===== config.mk =====
export PLATFORM = sky130hd
export DESIGN_NAME = axi_master_arb
export DESIGN_NICKNAME = d
export VERILOG_FILES = /design/src/rtl/axi_master_arb.sv
export SDC_FILE = /design/constraint.sdc
export NUM_CORES = 1
export LEC_CHECK = 0
export BUFFER_PORTS_ARGS = -buffer_cell sky130_fd_sc_hd__buf_2
export CAP_MARGIN = 25
export CELL_PAD_IN_SITES_DETAIL_PLACEMENT = 1
export CELL_PAD_IN_SITES_GLOBAL_PLACEMENT = 2
export CORE_MARGIN = 8
export CORE_UTILIZATION = 25
export CTS_CLUSTER_SIZE = 12
export DETAILED_ROUTE_END_ITERATION = 12
export PLACE_DENSITY = 0.95
export RECOVER_POWER = 50
export SLEW_MARGIN = 10
export SYNTH_ARGS = -nofsm -noshare
export SYNTH_HDL_FRONTEND = slang
export SYNTH_SLANG_ARGS = --single-unit

===== constraint.sdc =====
create_clock -name clock -period 2.65 [get_ports clock]
set_input_delay 0.265 -clock clock [delete_from_list [all_inputs] [get_ports clock]]
set_output_delay 0.265 -clock clock [all_outputs]
set_load 0.02 [all_outputs]

===== src/rtl/axi_master_arb.sv =====
// ----------------------------------------------------------------------------
// axi_master_arb
//   Shared AXI4 master port for the IFU and LSU. Only one single-beat
//   transaction is outstanding at a time. The LSU has fixed priority over the
//   IFU. Each accepted request is answered with a one-cycle registered
//   response pulse that carries data and an error flag.
//
// Ports
//   clock, reset        : single rising-edge clock, synchronous active-high reset
//   ifu_req_* / ifu_rsp_* : fetch request (valid/ready/addr) and response pulse
//   lsu_req_* / lsu_*   : load/store request (valid/ready/wen/addr/size/wdata/wstrb)
//   lsu_rsp_*           : load/store response pulse (rdata is 0 for stores)
//   io_master_aw/w/b/ar/r* : AXI4 master channels (len 0, INCR, id per requester)
// ----------------------------------------------------------------------------
module axi_master_arb #(
    parameter int unsigned ADDR_W = 32,
    parameter int unsigned DATA_W = 32,
    parameter logic [3:0]  IFU_ID = 4'd0,
    parameter logic [3:0]  LSU_ID = 4'd1,
    localparam int unsigned STRB_W = DATA_W / 8
) (
    input  logic              clock,
    input  logic              reset,
    // Fetch port
    input  logic              ifu_req_valid,
    output logic              ifu_req_ready,
    input  logic [ADDR_W-1:0] ifu_addr,
    output logic              ifu_rsp_valid,
    output logic [DATA_W-1:0] ifu_rsp_data,
    output logic              ifu_rsp_err,
    // Load/store port
    input  logic              lsu_req_valid,
    output logic              lsu_req_ready,
    input  logic              lsu_wen,
    input  logic [ADDR_W-1:0] lsu_addr,
    input  logic [2:0]        lsu_size,
    input  logic [DATA_W-1:0] lsu_wdata,
    input  logic [STRB_W-1:0] lsu_wstrb,
    output logic              lsu_rsp_valid,
    output logic [DATA_W-1:0] lsu_rsp_rdata,
    output logic              lsu_rsp_err,
    // AXI write address
    input  logic              io_master_awready,
    output logic              io_master_awvalid,
    output logic [ADDR_W-1:0] io_master_awaddr,
    output logic [3:0]        io_master_awid,
    output logic [7:0]        io_master_awlen,
    output logic [2:0]        io_master_awsize,
    output logic [1:0]        io_master_awburst,
    // AXI write data
    input  logic              io_master_wready,
    output logic              io_master_wvalid,
    output logic [DATA_W-1:0] io_master_wdata,
    output logic [STRB_W-1:0] io_master_wstrb,
    output logic              io_master_wlast,
    // AXI write response
    output logic              io_master_bready,
    input  logic              io_master_bvalid,
    input  logic [1:0]        io_master_bresp,
    input  logic [3:0]        io_master_bid,
    // AXI read address
    input  logic              io_master_arready,
    output logic              io_master_arvalid,
    output logic [ADDR_W-1:0] io_master_araddr,
    output logic [3:0]        io_master_arid,
    output logic [7:0]        io_master_arlen,
    output logic [2:0]        io_master_arsize,
    output logic [1:0]        io_master_arburst,
    // AXI read data
    output logic              io_master_rready,
    input  logic              io_master_rvalid,
    input  logic [1:0]        io_master_rresp,
    input  logic [DATA_W-1:0] io_master_rdata,
    input  logic              io_master_rlast,
    input  logic [3:0]        io_master_rid
);

    localparam logic [2:0] FETCH_SIZE = 3'($clog2(STRB_W));

    typedef enum logic [2:0] {
        StIdle,
        StRdAr,
        StRdR,
        StWrReq,
        StWrB
    } state_e;

    state_e r_state, w_state_next;

    logic [ADDR_W-1:0] r_addr;
    logic [2:0]        r_size;
    logic [DATA_W-1:0] r_wdata;
    logic [STRB_W-1:0] r_wstrb;
    logic              r_owner;     // 1: LSU owns the transaction, 0: IFU
    logic              r_aw_done;
    logic              r_w_done;

    logic              r_ifu_rsp_valid;
    logic [DATA_W-1:0] r_ifu_rsp_data;
    logic              r_ifu_rsp_err;
    logic              r_lsu_rsp_valid;
    logic [DATA_W-1:0] r_lsu_rsp_rdata;
    logic              r_lsu_rsp_err;

    logic              w_lsu_acc;
    logic              w_ifu_acc;
    logic              w_aw_hs;
    logic              w_w_hs;
    logic              w_r_fire;
    logic              w_b_fire;
    logic [3:0]        w_owner_id;
    logic              w_r_err;
    logic              w_b_err;
    logic              w_unused;

    // Readies are gated by reset so nothing is granted while reset is held.
    assign lsu_req_ready = (r_state == StIdle) & ~reset;
    assign ifu_req_ready = (r_state == StIdle) & ~reset & ~lsu_req_valid;
    assign w_lsu_acc     = lsu_req_ready & lsu_req_valid;
    assign w_ifu_acc     = ifu_req_ready & ifu_req_valid;

    // Handshakes derived from state and done flags rather than the valid outputs.
    assign w_aw_hs  = (r_state == StWrReq) & ~r_aw_done & io_master_awready;
    assign w_w_hs   = (r_state == StWrReq) & ~r_w_done & io_master_wready;
    assign w_r_fire = (r_state == StRdR) & io_master_rvalid;
    assign w_b_fire = (r_state == StWrB) & io_master_bvalid;

    assign w_owner_id = r_owner ? LSU_ID : IFU_ID;
    assign w_r_err    = io_master_rresp[1] | (io_master_rid != w_owner_id) | ~io_master_rlast;
    assign w_b_err    = io_master_bresp[1] | (io_master_bid != LSU_ID);

    // Only the SLVERR/DECERR bit of the response codes matters.
    assign w_unused = ^{io_master_rresp[0], io_master_bresp[0]};

    always_ff @(posedge clock) begin
        if (reset) begin
            r_state <= StIdle;
        end else begin
            r_state <= w_state_next;
        end
    end

    always_comb begin
        w_state_next      = r_state;
        io_master_awvalid = 1'b0;
        io_master_wvalid  = 1'b0;
        io_master_bready  = 1'b0;
        io_master_arvalid = 1'b0;
        io_master_rready  = 1'b0;
        unique case (r_state)
            StIdle: begin
                if (w_lsu_acc) begin
                    w_state_next = lsu_wen ? StWrReq : StRdAr;
                end else if (w_ifu_acc) begin
                    w_state_next = StRdAr;
                end
            end
            StRdAr: begin
                io_master_arvalid = 1'b1;
                if (io_master_arready) begin
                    w_state_next = StRdR;
                end
            end
            StRdR: begin
                io_master_rready = 1'b1;
                if (io_master_rvalid) begin
                    w_state_next = StIdle;
                end
            end
            StWrReq: begin
                io_master_awvalid = ~r_aw_done;
                io_master_wvalid  = ~r_w_done;
                if ((r_aw_done | w_aw_hs) & (r_w_done | w_w_hs)) begin
                    w_state_next = StWrB;
                end
            end
            StWrB: begin
                io_master_bready = 1'b1;
                if (io_master_bvalid) begin
                    w_state_next = StIdle;
                end
            end
            default: w_state_next = StIdle;
        endcase
    end

    always_ff @(posedge clock) begin
        if (reset) begin
            r_addr          <= '0;
            r_size          <= '0;
            r_wdata         <= '0;
            r_wstrb         <= '0;
            r_owner         <= 1'b0;
            r_aw_done       <= 1'b0;
            r_w_done        <= 1'b0;
            r_ifu_rsp_valid <= 1'b0;
            r_ifu_rsp_data  <= '0;
            r_ifu_rsp_err   <= 1'b0;
            r_lsu_rsp_valid <= 1'b0;
            r_lsu_rsp_rdata <= '0;
            r_lsu_rsp_err   <= 1'b0;
        end else begin
            r_ifu_rsp_valid <= 1'b0;
            r_lsu_rsp_valid <= 1'b0;

            if (w_lsu_acc) begin
                r_addr  <= lsu_addr;
                r_size  <= lsu_size;
                r_wdata <= lsu_wdata;
                r_wstrb <= lsu_wstrb;
                r_owner <= 1'b1;
            end else if (w_ifu_acc) begin
                r_addr  <= ifu_addr;
                r_size  <= FETCH_SIZE;
                r_wdata <= '0;
                r_wstrb <= '0;
                r_owner <= 1'b0;
            end

            // Done flags live only for the duration of the write request phase.
            if (r_state == StWrReq) begin
                if (w_aw_hs) r_aw_done <= 1'b1;
                if (w_w_hs)  r_w_done  <= 1'b1;
            end else begin
                r_aw_done <= 1'b0;
                r_w_done  <= 1'b0;
            end

            if (w_r_fire) begin
                if (r_owner) begin
                    r_lsu_rsp_valid <= 1'b1;
                    r_lsu_rsp_rdata <= io_master_rdata;
                    r_lsu_rsp_err   <= w_r_err;
                end else begin
                    r_ifu_rsp_valid <= 1'b1;
                    r_ifu_rsp_data  <= io_master_rdata;
                    r_ifu_rsp_err   <= w_r_err;
                end
            end

            if (w_b_fire) begin
                r_lsu_rsp_valid <= 1'b1;
                r_lsu_rsp_rdata <= '0;
                r_lsu_rsp_err   <= w_b_err;
            end
        end
    end

    assign ifu_rsp_valid = r_ifu_rsp_valid;
    assign ifu_rsp_data  = r_ifu_rsp_data;
    assign ifu_rsp_err   = r_ifu_rsp_err;
    assign lsu_rsp_valid = r_lsu_rsp_valid;
    assign lsu_rsp_rdata = r_lsu_rsp_rdata;
    assign lsu_rsp_err   = r_lsu_rsp_err;

    assign io_master_awaddr  = r_addr;
    assign io_master_awid    = w_owner_id;
    assign io_master_awlen   = 8'd0;
    assign io_master_awsize  = r_size;
    assign io_master_awburst = 2'b01;
    assign io_master_wdata   = r_wdata;
    assign io_master_wstrb   = r_wstrb;
    assign io_master_wlast   = io_master_wvalid;
    assign io_master_araddr  = r_addr;
    assign io_master_arid    = w_owner_id;
    assign io_master_arlen   = 8'd0;
    assign io_master_arsize  = r_size;
    assign io_master_arburst = 2'b01;

endmodule


**Word-level counts from Yosys, hierarchy flattened**

Cells that the tools add are included.

- Bits in registers: 145
- Latch bits: 0
- RAM bits: 0
- ROM bits: 0
- Bits of input ports: 158
- Output and inout bits: 210
- Logic and storage cells: 91
- Memories kept: 0

- Add/subtract/negate cells: 0
- Multiply operators: 0
- Divide/modulo/power cells: 0
- $lt $le $gt $ge: 0
- Eq/ne operators: 11
- Shift-type cells: 0
- Muxes and demuxes: 31
- Bitwise operators: 24
- Reductions and logical operators: 11

Operator list:

| kind | count |
|---|---|
| two-way mux 32 bit | 4 |
| two-way mux 3 bit | 8 |
| two-way mux 1 bit | 15 |
| one-hot mux 3 bit (5 select lines) | 1 |
| AND 1 bit | 11 |
| two-way mux 4 bit | 2 |
| inverter 1 bit | 8 |
| equality test 3 x 2 -> 1 bit, second input constant | 2 |
| inequality test 2 bit, second input constant | 3 |
| AND reduction 2 bit | 3 |
| nonzero test 2 bit | 3 |
| OR reduction 2 bit | 3 |
| bitwise OR 1 bit | 5 |
| AND reduction 5 bit | 1 |
| inequality test 4 x 1 -> 1 bit | 1 |
| inequality test 4 x 1 -> 1 bit, second input constant | 1 |
| equality test 3 x 1 -> 1 bit, second input constant | 1 |
| equality test 3 bit, second input constant | 1 |
| logical NOT 3 bit | 1 |
| inequality test 3 bit, second input constant | 1 |
| two-way mux 2 bit | 1 |
| inequality test 2 x 1 -> 1 bit, second input constant | 1 |

**Longest topological paths before layout**

- Depth after elaboration: 7
- Mapped depth: 7
- Gate-level depth less buffers: 4

**Worst setup path before layout**

No wires, ideal clock.

- Path type: register -> output
- Start: reg r_state[2]
- End: out ifu_req_ready
- Data arrival time: 1.587 ns
- Data required time: 2.385 ns
- Path slack: 0.798 ns
- Cell stages (with the launch flop): 5
- Path buffers: 2
- Cell sequence: dfxtp_1 > or4_4 > clkbuf_1 > clkbuf_1 > nor2_1

- Cells in the longest elaborated chain, start to end: 3

Ends and longest elaborated chain:

| what | RTL line | RTL |
|---|---|---|
| start, declared | 88 | `state_e r_state, w_state_next;` |
| start signal, assigned | 137 | `r_state <= StIdle;` |
| start signal, assigned | 139 | `r_state <= w_state_next;` |
| logical NOT 3 bit | 118 | `assign ifu_req_ready = (r_state == StIdle) & ~reset & ~lsu_req_valid;` |
| AND 1 bit (2 in a row) | 118 |  |
| end, declared | 26 | `output logic ifu_req_ready,` |

Every way passes these cells.

**Final worst setup path**

- Start: reg r_state[1]
- End: out ifu_req_ready

The elaborated chain is that of the path after synthesis.

==> results by stage <==
Finish:
- The register area is 0.00290 mm².
- The area overhead of the layout relative to synthesis is 32.1%.
- The area of combinational cells with multiple inputs is 0.00249 mm².
- In the final design database the tool counted 1127 nets.
- Cells with a size suffix above 1 make up 24.1% of the layout.
- The layout filler cell count is 3038.
- The final design instance area without fill is 0.00810 mm².

Setup path:
- The required time at the endpoint of the critical path is 2.38 ns.
- The worst setup path is captured at a primary output.
- The largest individual stage delay along the critical path comes from the cell sky130_fd_sc_hd__or4_4.
- The critical path starts at r_state[1].
- The kind of critical path is register to primary output.
- On the worst path, the slowest cell contributes a delay of 0.55 ns.
- Walking the worst path, the cells encountered are or4_4 > buf_4 > nor2_1 > buf_2.
- The nature of the critical path startpoint is a register.
- Together, buffers and inverters on the worst path number 2.
- The arrival time of the worst setup path is 1.97 ns.
- The family with the most delay on the worst path is simple AND/OR/NAND/NOR gates.
- The top fanout value on the critical path is 40.
- The start of the worst register-to-register path is r_state[0].

Clock tree:
- The total CTS buffers is 17.
- The later pin in the worst-skew pair is clocked with a latency of 0.43 ns.
- The clock passes through at most 2 buffers.
- In this run, post-CTS repair resized a total of 0 instances.
- The count of clock tree sinks is 145.
- The clock tree synthesis step divided the H-tree into 4 levels.
- The setup fix buffers added after clock tree synthesis is 0.
- The number of hold buffers added after CTS was 0.
- The cell sitting at the root of the clock tree is a sky130_fd_sc_hd__clkbuf_16.
- After clock tree synthesis, the clock-pin slew on the worst setup and hold paths is 0.07 ns.
- The TritonCTS clock tree is yes.

Hold path:
- In this run the most critical hold path is launched from ifu_addr[23].
- The class of the worst hold path is input port to register.

Place:
- The total placed instance area is 0.00767 mm².
- In this run the tool buffered the top-level ports with 339 buffer cells.
- The global placer's final weighted congestion is 0.760.
- The half-perimeter wire length after detailed placement is 18500 µm.
- Timing analysis after detailed placement gives a worst setup slack of 0.482 ns.

Die:
- For this design the top-level I/O count stands at 368.
- The starting density of the core is 25.4%.
- The floorplan has 57 rows.
- The total area inside the core boundary comes to 0.0242 mm².
- The overall die area is 0.0298 mm².
- The die is 173 µm wide.
- The die height is 173 µm.

Global routing:
- Global routing finished with a remaining overflow of 0.
- The first global-routing pass estimated 38700 µm of wire.
- The maximum number of pins on one net before global-route repair is 68.
- The number of global-route vias before repair is 6576.
- The number of antenna violations at the first check in global routing is 6.
- The total track usage is 16.1%.

Route:
- In this run, the number of DRC markers left after iteration 0 of detailed routing was 233.
- The post-route DRC violation count is 0.
- Dividing the detail-routed wire length by the instance count gives 19.1 µm.
- The overall routed net length is 25000 µm.
- In the routed layout, each cell is associated on average with a via count of 4.78.
- Summing over every cut layer, the via total after detailed routing is 6263.
- The first detailed-routing pass took 4 iterations.
- The number of nets with antenna violations after detailed routing is 0.

STA:
- The max-slew violation total from the final report is 0.
- At the pin with the least slew margin, the transition time is 0.919 ns.
- The worst slew margin relative to its limit is 38.6%.
- The worst setup skew after layout is 0.0178 ns.
- Timing would allow up to 0.447 GHz.
- The ratio of final minimum period to clock period is 84.5%.
- Setup violations remaining at the end of the flow were counted as 0.
- The count of final hold-check violations is 0.
- Setup repair after global routing left no endpoint under its margin.
- The post-route minimum period is 2.24 ns.
- Setup slack closes at 0.411 ns.
- The setup TNS is 0 ns.

Synthesis:
- Yosys instantiated no cell more often than sky130_fd_sc_hd__dfxtp_1.
- The fraction of registers with async set or reset after synthesis is 0%.
- The post-synthesis sequential element count is 145.
- The average instance in the mapped netlist occupies 8.68 µm².
- In this run the biggest area consumer among cell types represents 47.4% of the synthesized area.
- By count the netlist is led by 145 x sky130_fd_sc_hd__dfxtp_1, 105 x sky130_fd_sc_hd__a21oi_1, 102 x sky130_fd_sc_hd__nand3_1, 102 x sky130_fd_sc_hd__o21ai_0, 67 x sky130_fd_sc_hd__buf_4.
- The largest area contributor in the netlist is sky130_fd_sc_hd__dfxtp_1.
- For this run, the register share of the synthesized area comes to 47.4%.
- The mapped cell area is 0.00613 mm².
- In the post-synthesis netlist, the biggest area contributors are sky130_fd_sc_hd__dfxtp_1 47%, sky130_fd_sc_hd__a21oi_1 8.6%, sky130_fd_sc_hd__nand3_1 8.3%, sky130_fd_sc_hd__o21ai_0 8.3%, sky130_fd_sc_hd__buf_4 8.2%.
- Counting flops with a built-in enable in the synthesized netlist gives 0.
- The top flip-flop cell by instance count after synthesis is sky130_fd_sc_hd__dfxtp_1.
- The gate count of the mapped netlist is 706.
- After synthesis, the netlist uses 40 different library cells.
- The count of synthesis-stage warnings from yosys is 0.

Pwr:
- The worst-case IR drop observed on VDD is 346 µV.
- The switching part of the total power is 32.0%.
- The power density over the cells is 736 mW/mm².
- The part of the power in registers is 40.2%.
- The switching power is 1.91 mW.
- In this run, the clock network consumes 42.6% of the power.
- The leakage power is 3.23 nW.
- Combinational logic burns 17.2% of the power.
- Cell internal power was estimated by the tool at 4.05 mW.

Flow run:
- The tool flagged a number of max-cap violations equal to 0.

Outcome:
- The flow ran to the end, and the final reports show no timing, DRC or antenna violations.
power by group through the flow:
stage / Clock, mW / Sequential, mW / Combinational, mW
2_1_floorplan: 0 / 2.56 / 0.628
3_3_place_gp: 0 / 2.44 / 1.07
3_5_place_dp: 0 / 2.44 / 1.08
4_1_cts: 2.61 / 2.39 / 1.08
5_1_grt: 2.70 / 2.41 / 1.11
6_report: 2.54 / 2.40 / 1.02
worst paths after layout:
| path | endpoint | slack (ns) | cells past startpoint |
|---|---|---|---|
| worst max-delay path | ifu_req_ready | 0.41 | 4 |
| worst min-delay path | io_master_araddr[23] | 0.07 | 2 |
| worst max register to register | io_master_araddr[28] | 0.45 | 4 |
| worst min register to register | lsu_rsp_err | 0.47 | 2 |
logic make-up (layout without fill, tap and decap cells):
family	Yosys count	in the layout	synth area share [%]
AO/OA/AOI/OAI	250	250	23.6
AND/OR/NAND/NOR	167	167	15.1
flip-flops	145	145	47.4
buffers and inverters	141	393	13.7
other	2	29	0.123
XOR/XNOR	1	1	0.143
sequential cells by signal, summed over array words and instances, names as in the netlist:
signal and cells:
ifu_rsp_data 32, ifu_rsp_err 1, ifu_rsp_valid 1, io_master_araddr 32, io_master_arsize 3, io_master_wdata 32, io_master_wstrb 4, lsu_rsp_err 1
lsu_rsp_rdata 32, lsu_rsp_valid 1, r_aw_done 1, r_owner 1, r_state 3, r_w_done 1
metrics by stage:
stage / hold WS (ns) / utilization, % / std cells / total power, mW
2_1_floorplan: 0.404 / - / 730 / 3.18
3_3_place_gp: 0.452 / 31.7 / 1274 / 3.51
3_5_place_dp: 0.458 / 31.7 / 1274 / 3.52
4_1_cts: 0.0446 / 34.3 / 1306 / 6.09
5_1_grt: 0.0435 / 33.5 / 1307 / 6.23
6_report: 0.0721 / 33.5 / 1309 / 5.96
area by class of cell:
type	count	area share, %
clock buffers	17	5.25
flip-flops and latches	145	35.9
inverters	5	0.247
repair buffers	356	20.4
well taps	324	5.01
diodes	3	0.0927
multi-input cells	444	30.8
clock inverters	15	2.41
per-layer routing:
metal	global-route usage [%]	part of all wire (%)	routed length (µm)	up-vias
met3	8.10	11	2700	30
li1	-	-	-	2990
met2	26.8	48	12000	272
met5	0	0.12	29	-
met4	4.86	1.6	412	6
met1	17.7	40	9940	2965
cell usage in the layout (no fill, tap or decap), drive strengths merged, types with 3 or more instances in the layout:
master / n
clkbuf: 178
nor3b: 3
a21oi: 106
inv: 11
diode: 3
dfxtp: 145
a221o: 32
buf: 195
clkinv: 7
o21ai: 102
nand3: 102
conb: 26
and3: 32
nor3: 4
nor2: 12
Note: power is estimated with default switching activity, not from simulation.
